### src/rtl/clk_gain_meter.sv
// Measures clk_gain half-periods in clk_main cycles, tracks lock, refractory gaps
// and gap-exit phase alignment against clk_low.
module clk_gain_meter #(
    parameter int unsigned R_MAIN_TO_LOW = 1000,
    parameter int unsigned G             = 1,
    parameter int unsigned TOL           = 2,
    parameter int unsigned LOCK_N        = 4,
    parameter int unsigned HALF_EXP      = (R_MAIN_TO_LOW + G) / (2 * G),
    parameter int unsigned CNT_W         = $clog2(4 * HALF_EXP),
    parameter int unsigned GAP_W         = 16
) (
    input  logic             clk_main,
    input  logic             clr,
    input  logic             clk_gain,
    input  logic             clk_low,
    input  logic             exp_w1_de1,
    input  logic             err_clr,
    output logic [CNT_W-1:0] half_per,
    output logic             half_valid,
    output logic             locked,
    output logic             gap_active,
    output logic [GAP_W-1:0] gap_cnt,
    output logic             err_period,
    output logic             err_phase
);

    localparam int unsigned CW1    = CNT_W + 1;
    localparam int unsigned GOOD_W = $clog2(LOCK_N + 1);
    localparam int unsigned LO_I   = (HALF_EXP > TOL) ? HALF_EXP - TOL : 0;
    localparam logic [CNT_W:0] LO_LIM = CW1'(LO_I);
    localparam logic [CNT_W:0] HI_LIM = CW1'(HALF_EXP + TOL);
    localparam logic [GOOD_W-1:0] LOCK_V = GOOD_W'(LOCK_N);

    typedef enum logic [1:0] {IDLE, RUN, GAP} state_t;

    state_t            state;
    logic [CNT_W-1:0]  cnt;
    logic [GOOD_W-1:0] good;
    logic              g_d;
    logic              l_d;
    logic              lr_d;

    logic              edge_s;
    logic              rise_s;
    logic [CNT_W:0]    meas;
    logic              in_tol;
    logic              timeout;
    logic [CNT_W-1:0]  cnt_inc;
    logic [GOOD_W-1:0] good_inc;

    // Measurement is one wider than cnt so a saturated count compares as too long.
    always_comb begin
        edge_s   = clk_gain ^ g_d;
        rise_s   = clk_gain & ~g_d;
        meas     = {1'b0, cnt} + 1'b1;
        in_tol   = (meas >= LO_LIM) && (meas <= HI_LIM);
        timeout  = meas > HI_LIM;
        cnt_inc  = (cnt == '1) ? cnt : cnt + 1'b1;
        good_inc = (good == LOCK_V) ? good : good + 1'b1;
    end

    always_ff @(posedge clk_main) begin
        if (clr) begin
            state      <= IDLE;
            cnt        <= '0;
            good       <= '0;
            g_d        <= 1'b0;
            l_d        <= 1'b0;
            lr_d       <= 1'b0;
            half_per   <= '0;
            half_valid <= 1'b0;
            locked     <= 1'b0;
            gap_active <= 1'b0;
            gap_cnt    <= '0;
            err_period <= 1'b0;
            err_phase  <= 1'b0;
        end else begin
            g_d        <= clk_gain;
            l_d        <= clk_low;
            lr_d       <= clk_low & ~l_d;
            half_valid <= 1'b0;
            // Clears are overridden by any error raised later in this block.
            if (err_clr) begin
                err_period <= 1'b0;
                err_phase  <= 1'b0;
            end
            if (exp_w1_de1) begin
                state      <= IDLE;
                cnt        <= '0;
                good       <= '0;
                locked     <= 1'b0;
                gap_active <= 1'b0;
            end else begin
                cnt <= edge_s ? '0 : cnt_inc;
                case (state)
                    IDLE: begin
                        if (edge_s) state <= RUN;
                    end
                    RUN: begin
                        if (edge_s) begin
                            half_per   <= meas[CNT_W-1:0];
                            half_valid <= 1'b1;
                            if (in_tol) begin
                                good   <= good_inc;
                                locked <= (good_inc == LOCK_V);
                            end else begin
                                err_period <= 1'b1;
                                good       <= '0;
                                locked     <= 1'b0;
                            end
                        end else if (timeout) begin
                            if (!clk_gain) begin
                                state      <= GAP;
                                gap_active <= 1'b1;
                                if (gap_cnt != '1) gap_cnt <= gap_cnt + 1'b1;
                            end else begin
                                err_period <= 1'b1;
                                good       <= '0;
                                locked     <= 1'b0;
                                state      <= IDLE;
                            end
                        end
                    end
                    GAP: begin
                        if (rise_s) begin
                            state      <= RUN;
                            gap_active <= 1'b0;
                            if (!lr_d) err_phase <= 1'b1;
                        end
                    end
                    default: state <= IDLE;
                endcase
            end
        end
    end

endmodule

### config.mk
export PLATFORM = sky130hd
export DESIGN_NAME = clk_gain_meter
export DESIGN_NICKNAME = d
export VERILOG_FILES = /design/src/rtl/clk_gain_meter.sv
export SDC_FILE = /design/constraint.sdc
export NUM_CORES = 1
export LEC_CHECK = 0
export ABC_AREA = 1
export CAP_MARGIN = 20
export CORE_ASPECT_RATIO = 0.6
export CORE_MARGIN = 2
export CORE_UTILIZATION = 55
export CTS_BUF_LIST = sky130_fd_sc_hd__clkbuf_8
export DETAILED_ROUTE_END_ITERATION = 12
export PLACE_DENSITY = 0.81
export SLEW_MARGIN = 10
export SYNTH_ARGS = -nofsm -noshare
export SYNTH_HDL_FRONTEND = slang
export SYNTH_SLANG_ARGS = --single-unit
### constraint.sdc
create_clock -name clk_main -period 2.18 [get_ports clk_main]
set_input_delay 0.436 -clock clk_main [delete_from_list [all_inputs] [get_ports clk_main]]
set_output_delay 0.436 -clock clk_main [all_outputs]
set_load 0.01 [all_outputs]
==> results.toml, run 1 <==
[logic_synthesis]
synth_area_per_cell_um2 = 7.06
synthTopCellsByArea = "dfxtp_1, nand2_1, inv_1, a21oi_1, nor2_1"
synthArstFlopShare = 0
ys.flop_type = "dfxtp_1"
synth_fp_nets = 374
syn_inst = 361
synth.largest_area_cell = "dfxtp_1"
syn_area_um2 = 2550
synth_simple_gate_area_frac = 0.295
synth_compound_area_frac = 0.143
netlist.area_leader.share = 0.401
synth_edf_count = 0
synth_top_family_by_area = "simple AND/OR/NAND/NOR gates"
ys_ff_latch = 51
synthMuxAreaShare = 0
synth_xor_area_frac = 0.0309
synthAdderAreaFrac = 0.0344
synth_warnings = 0
synth-seq-area-share = 0.401
yosys.cell_types.count = 32

[power_and_ir_drop]
p_leak_nw = 1.31
p_clk_frac = 0.359
ir_worst_vdd_mv = 0.294
total_power_mw = 1.68
power_frac_comb = 0.073
switching_share = 0.233
power.density_nw_per_um2 = 509
p_sw_uw = 390
intPower_mw = 1.29
pwr-share-seq = 0.568

[clocking]
clk_pin_slew_worst_paths_ns = 0.09
cts-root-buf = "clkbuf_8"
cts_tree = "done"
cts.sinks = 51
numCtsBuffers = 5
cts_hold_buf = 0
clk_path_buf_depth = 2
htreeDepth = 2
clock_latency_ns = 0.31

[timing]
fin_skew_ns = 0.00704
timing.final.max_slew_violations = 0
max_slew.worst_pin.slew_ns = 0.706
layout_min_cycle_time_ns = 2.02
fmax_mhz = 495
setup_viol = 0
fin_crit_sh = 0.927
finalHoldViolCount = 0
relSlewSlack = 0.529

[floorplanning]
fp.dieArea_um2 = 5210
row_count = 19
coreArea_um2 = 4520
ios = 38
die_y_um = 56.7
die_w_um = 91.9
start_util = 0.564

[final_layout]
layout_commonest_cell = "nand2_1"
nets = 433
ff_latch_area_um2 = 1030
drive_gt1_frac = 0.145
num_antenna_cells = 0
mostFrequentLayoutCells = "nand2_1, inv_1, dfxtp_1"
fill_cells = 384
area_growth_pct = 29.3
multiInputGateArea_um2 = 1330
finalNonFillerCells = 484
fin_area_um2 = 3300
utilization = 0.730

[detailed_routing]
wire_per_inst_um = 13.8
via_per_inst = 5.40
drc = 0
finalWirelength_mm = 6.70
antenna_left = 0
vias = 2614
drtIter0Drc = 220
drtPass1Iterations = 5

[global_routing]
grt_start_max_net_pins = 24
gr-total-overflow = 0
grt_pass1_vias = 2343
antenna_found_initial = 0
grt_usage = 0.265
grt_pass1_wl_mm = 11.1

[placement]
portBuffers = 37
gp_congestion = 0.983
dp.cells = 473
detailed_place_hpwl_mm = 4.85
place_area_um2 = 3120

[worst_hold_path]
min_path_type = "reg -> reg"

[setup_path]
path_max_fanout = 4
worst-setup-path-type = "reg -> reg"
cp.arrival_ns = 2.26
start_kind = "flop"
cp.required_ns = 2.42
cp-end-kind = "flop"

[status]
status = "finished, final reports clean"

[run]
drv_cap = 0
## routing by layer
| metal | part of all wire | global-route usage | vias up | routed length, um |
|---|---|---|---|---|
| li1 | - | - | 1292 | - |
| met1 | 0.46 | 0.404 | 1187 | 3090 |
| met2 | 0.42 | 0.375 | 124 | 2840 |
| met3 | 0.11 | 0.0591 | 11 | 703 |
| met4 | 0.010 | 0.0682 | 0 | 67 |
| met5 | 0 | 0 | - | 0 |
## what timing repair did
| item | 4_1_cts | 5_1_grt |
|---|---|---|
| endpoints found under the setup margin | 13 | 21 |
| buffers inserted | 2 | 0 |
| cloned | 0 | 1 |
| resized for setup | 2 | 16 |
| pin swaps | 1 | 1 |
## flip-flops by register name, summed over array words and instances, names as in the netlist, 2 cells and up
signal,flops
cnt,11
gap_cnt,16
good,3
half_per,11
state,2
## power groups by stage
stage	Sequential [mW]	Clock, mW	Combinational, mW
global route	0.955	0.646	0.132
global placement	0.973	0	0.115
CTS	0.952	0.610	0.118
finish	0.953	0.602	0.122
detailed placement	0.973	0	0.117
floorplan	0.976	0	0.0550
## final timing paths
check | startpoint | endpoint | slack [ns] | cells after the start
hold reg to reg | l_d$_SDFF_PP0_ | lr_d$_SDFF_PP0_ | 0.39 | 1
setup / recovery | cnt[1]$_SDFFE_PP0P_ | good[2]$_SDFFE_PP0P_ | 0.16 | 11
setup reg to reg | cnt[1]$_SDFFE_PP0P_ | good[2]$_SDFFE_PP0P_ | 0.16 | 11
hold / removal | l_d$_SDFF_PP0_ | lr_d$_SDFF_PP0_ | 0.39 | 1
## kinds of logic (layout without fill, tap and decap cells)
family,after synthesis,after routing
AND/OR/NAND/NOR,162,163
flip-flops,51,51
XOR/XNOR,9,9
AO/OA/AOI/OAI,69,69
buffers and inverters,63,122
adder cells (fa/ha/maj),7,7
## synthesized netlist by cell type, drive strengths merged (2+ instances only)
| library cell | instances |
|---|---|
| a21oi | 38 |
| clkbuf | 5 |
| dfxtp | 51 |
| ha | 7 |
| inv | 56 |
| nand2 | 77 |
| nand3 | 22 |
| nand4 | 9 |
| nor2 | 39 |
| nor3 | 8 |
| nor4 | 3 |
| o211ai | 2 |
| o21ai | 25 |
| or2 | 2 |
| xnor2 | 2 |
| xor2 | 7 |
## stage by stage
| step | TNS [ns] | hold WS (ns) | setup slack [ns] |
|---|---|---|---|
| 4_1_cts | 0 | 0.398 | 0.00255 |
| 5_1_grt | -0.00898 | 0.414 | -0.00898 |
| 3_5_place_dp | -0.148 | 0.385 | -0.0660 |
| 6_report | 0 | 0.393 | 0.158 |
| 2_1_floorplan | 0 | 0.373 | 0.192 |
| 3_3_place_gp | 0 | 0.379 | 0.0375 |
## final cells by class
cell class,count,share of cell area
Timing Repair Buffer,57,0.162
Sequential cell,51,0.312
Clock buffer,7,0.0292
Multi-Input combinational cell,248,0.405
Inverter,57,0.0657
Tap cell,63,0.0239
Clock inverter,1,0.00228
## critical path: stages (launching register included)
cell     delay (ns)
dfxtp_2        0.38
inv_1          0.06
ha_1           0.28
or2_2          0.27
o21ai_1        0.15
nand3_2        0.11
nand2_4        0.08
buf_4          0.13
nand2_1        0.07
o21ai_1        0.14
nand4_1        0.14
a21oi_1        0.15
Note: power is estimated with default switching activity, not from simulation.
==> run 2, diff against run 1 <==
CELL_PAD_IN_SITES_DETAIL_PLACEMENT = 0   (was default)
CELL_PAD_IN_SITES_GLOBAL_PLACEMENT = 2   (was default)
CORE_UTILIZATION = 30   (was 55)
CTS_BUF_LIST = sky130_fd_sc_hd__clkbuf_16   (was sky130_fd_sc_hd__clkbuf_8)
PLACE_DENSITY = default   (was 0.81)
PLACE_DENSITY_LB_ADDON = 0.1   (was default)
REMOVE_ABC_BUFFERS = 1   (was default)
==> results.toml, run 2 (same netlist as run 1, synthesis figures left out) <==
[setup_path]
worstReg2RegEnd = "gap_cnt[10]$_SDFFE_PP0P_"
reg2reg_from = "cnt[1]$_SDFFE_PP0P_"
cp.required_ns = 2.36
reg2regPathDepth = 12
path_max_fanout = 11
cp-end-kind = "flop"
cp.arrival_ns = 2.22
start_kind = "flop"
r2r_slack_ns = 0.14
worst-setup-path-type = "reg -> reg"

[detailed_routing]
wire_per_inst_um = 13.2
antenna_left = 0
vias = 2427
drc = 0
drtIter0Drc = 129
via_per_inst = 4.50
finalWirelength_mm = 7.13
drtPass1Iterations = 4

[clocking]
cts_tree = "done"
cts_hold_buf = 0
post-cts-setup-buffer-count = 0
cts.sinks = 51
clk_pin_slew_worst_paths_ns = 0.07
clock_latency_ns = 0.29
cts-root-buf = "clkbuf_16"
numCtsBuffers = 5
clk_path_buf_depth = 2
htreeDepth = 2

[floorplanning]
fp.dieArea_um2 = 9270
ios = 38
coreArea_um2 = 8070
row_count = 25
start_util = 0.316
die_y_um = 75.4
die_w_um = 123

[timing]
finalHoldViolCount = 0
fin_skew_ns = 0.00524
fmax_mhz = 490
timing.final.max_slew_violations = 0
max_slew.worst_pin.slew_ns = 0.427
rsz0062_at_grt = "no"
relSlewSlack = 0.713
setup_viol = 0
fin_crit_sh = 0.937
final.setup.tns_ns = 0
layout_min_cycle_time_ns = 2.04

[final_layout]
regMostFlops = "gap_cnt"
num_antenna_cells = 0
mostFrequentLayoutCells = "nand2_1, inv_1, dfxtp_1"
fill_cells = 839
nets = 444
fin_area_um2 = 3480
drive_gt1_frac = 0.162
largest_reg_flops = 16
layout_commonest_cell = "nand2_1"
top_regs = "gap_cnt (16), cnt (11), half_per (11)"
area_growth_pct = 36.4

[global_routing]
antenna_found_initial = 0
grt_start_max_net_pins = 23
grt_pass1_vias = 2230
grt_usage = 0.165
gr-total-overflow = 0
grt_pass1_wl_mm = 11.5

[worst_hold_path]
whs_endpoint = "lr_d$_SDFF_PP0_"
min_from = "l_d$_SDFF_PP0_"
whs_path_depth = 1
min_path_type = "reg -> reg"

[placement]
portBuffers = 37
place_area_um2 = 3300
detailed_place_hpwl_mm = 5.56
gp_congestion = 0.805

[status]
status = "finished, final reports clean"

[power_and_ir_drop]
ir_worst_vdd_mv = 0.226
p_leak_nw = 1.40
total_power_mw = 1.83
power.density_nw_per_um2 = 527

[run]
drv_cap = 0
## run 2: cell types whose count changed in the layout (fill, tap and decap cells not counted), moves of 3 or more
cell	before	now
clkbuf_16	0	5
nor2_2	9	4
o21ai_2	1	4
o21ai_0	19	16
nor2_1	29	33
clkbuf_8	7	0
buf_4	19	29
## run 2: worst max-delay path, stage by stage, from the launching register on
cell	delay, ns
dfxtp_2	0.35
inv_1	0.04
ha_1	0.28
or2_2	0.29
o21ai_2	0.18
nand3_2	0.11
nand2_4	0.08
inv_4	0.05
nor2_8	0.13
buf_12	0.14
nand2_1	0.06
o21ai_0	0.15
a21oi_1	0.06
## run 2: layout make-up
class / instances / area [um2] / share of cell area
inverter: 57 / 216 / 0.0623
clock inverter: 2 / 8.76 / 0.00252
timing repair buffer: 69 / 639 / 0.184
multi-input combinational: 247 / 1330 / 0.381
tap: 108 / 135 / 0.0389
clock buffer: 5 / 125 / 0.0360
sequential: 51 / 1030 / 0.295
## run 2: timing repair
item                       4_1_cts  5_1_grt
pin swaps                        2        6
setup endpoints to repair       15       21
resized for setup                4       17
## run 2: where the power goes
group,switching (mW),internal [mW],leakage (nW)
Combinational,0.0714,0.0569,0.916
Sequential,0.00719,0.945,0.414
Clock,0.340,0.414,0.0671
Total,0.419,1.42,1.40
## run 2: metal layers
metal  vias up  global-route usage  wire, um  part of all wire
li1       1320                   -         -                 -
met1      1050               0.271      4260              0.60
met2        50               0.204      2420              0.34
met3         7              0.0412       373             0.052
met4         0              0.0417        74             0.010
met5         -                   0         0                 0
## run 2: how the worst max path moves through the flow
stage / endpoint / slack [ns] / cells past startpoint / start
global placement: good[1]$_SDFFE_PP0P_ / -0.11 / 12 / cnt[1]$_SDFFE_PP0P_
finish: gap_cnt[10]$_SDFFE_PP0P_ / 0.14 / 12 / cnt[1]$_SDFFE_PP0P_
global route: gap_cnt[6]$_SDFFE_PP0P_ / 0.0007 / 15 / cnt[0]$_SDFFE_PP0P_
CTS: good[1]$_SDFFE_PP0P_ / 0.03 / 12 / cnt[0]$_SDFFE_PP0P_
floorplan: gap_cnt[10]$_SDFFE_PP0P_ / 0.19 / 14 / cnt[0]$_SDFFE_PP0P_
detailed placement: good[1]$_SDFFE_PP0P_ / -0.08 / 12 / cnt[1]$_SDFFE_PP0P_
## run 2: metrics by stage
step	utilization	worst slack, ns	hold WS (ns)	std cells
2_1_floorplan	-	0.194	0.373	355
3_3_place_gp	0.409	-0.108	0.392	533
3_5_place_dp	0.409	-0.0778	0.387	533
4_1_cts	0.426	0.0267	0.400	540
5_1_grt	0.431	0.000662	0.422	539
6_report	0.431	0.138	0.395	539
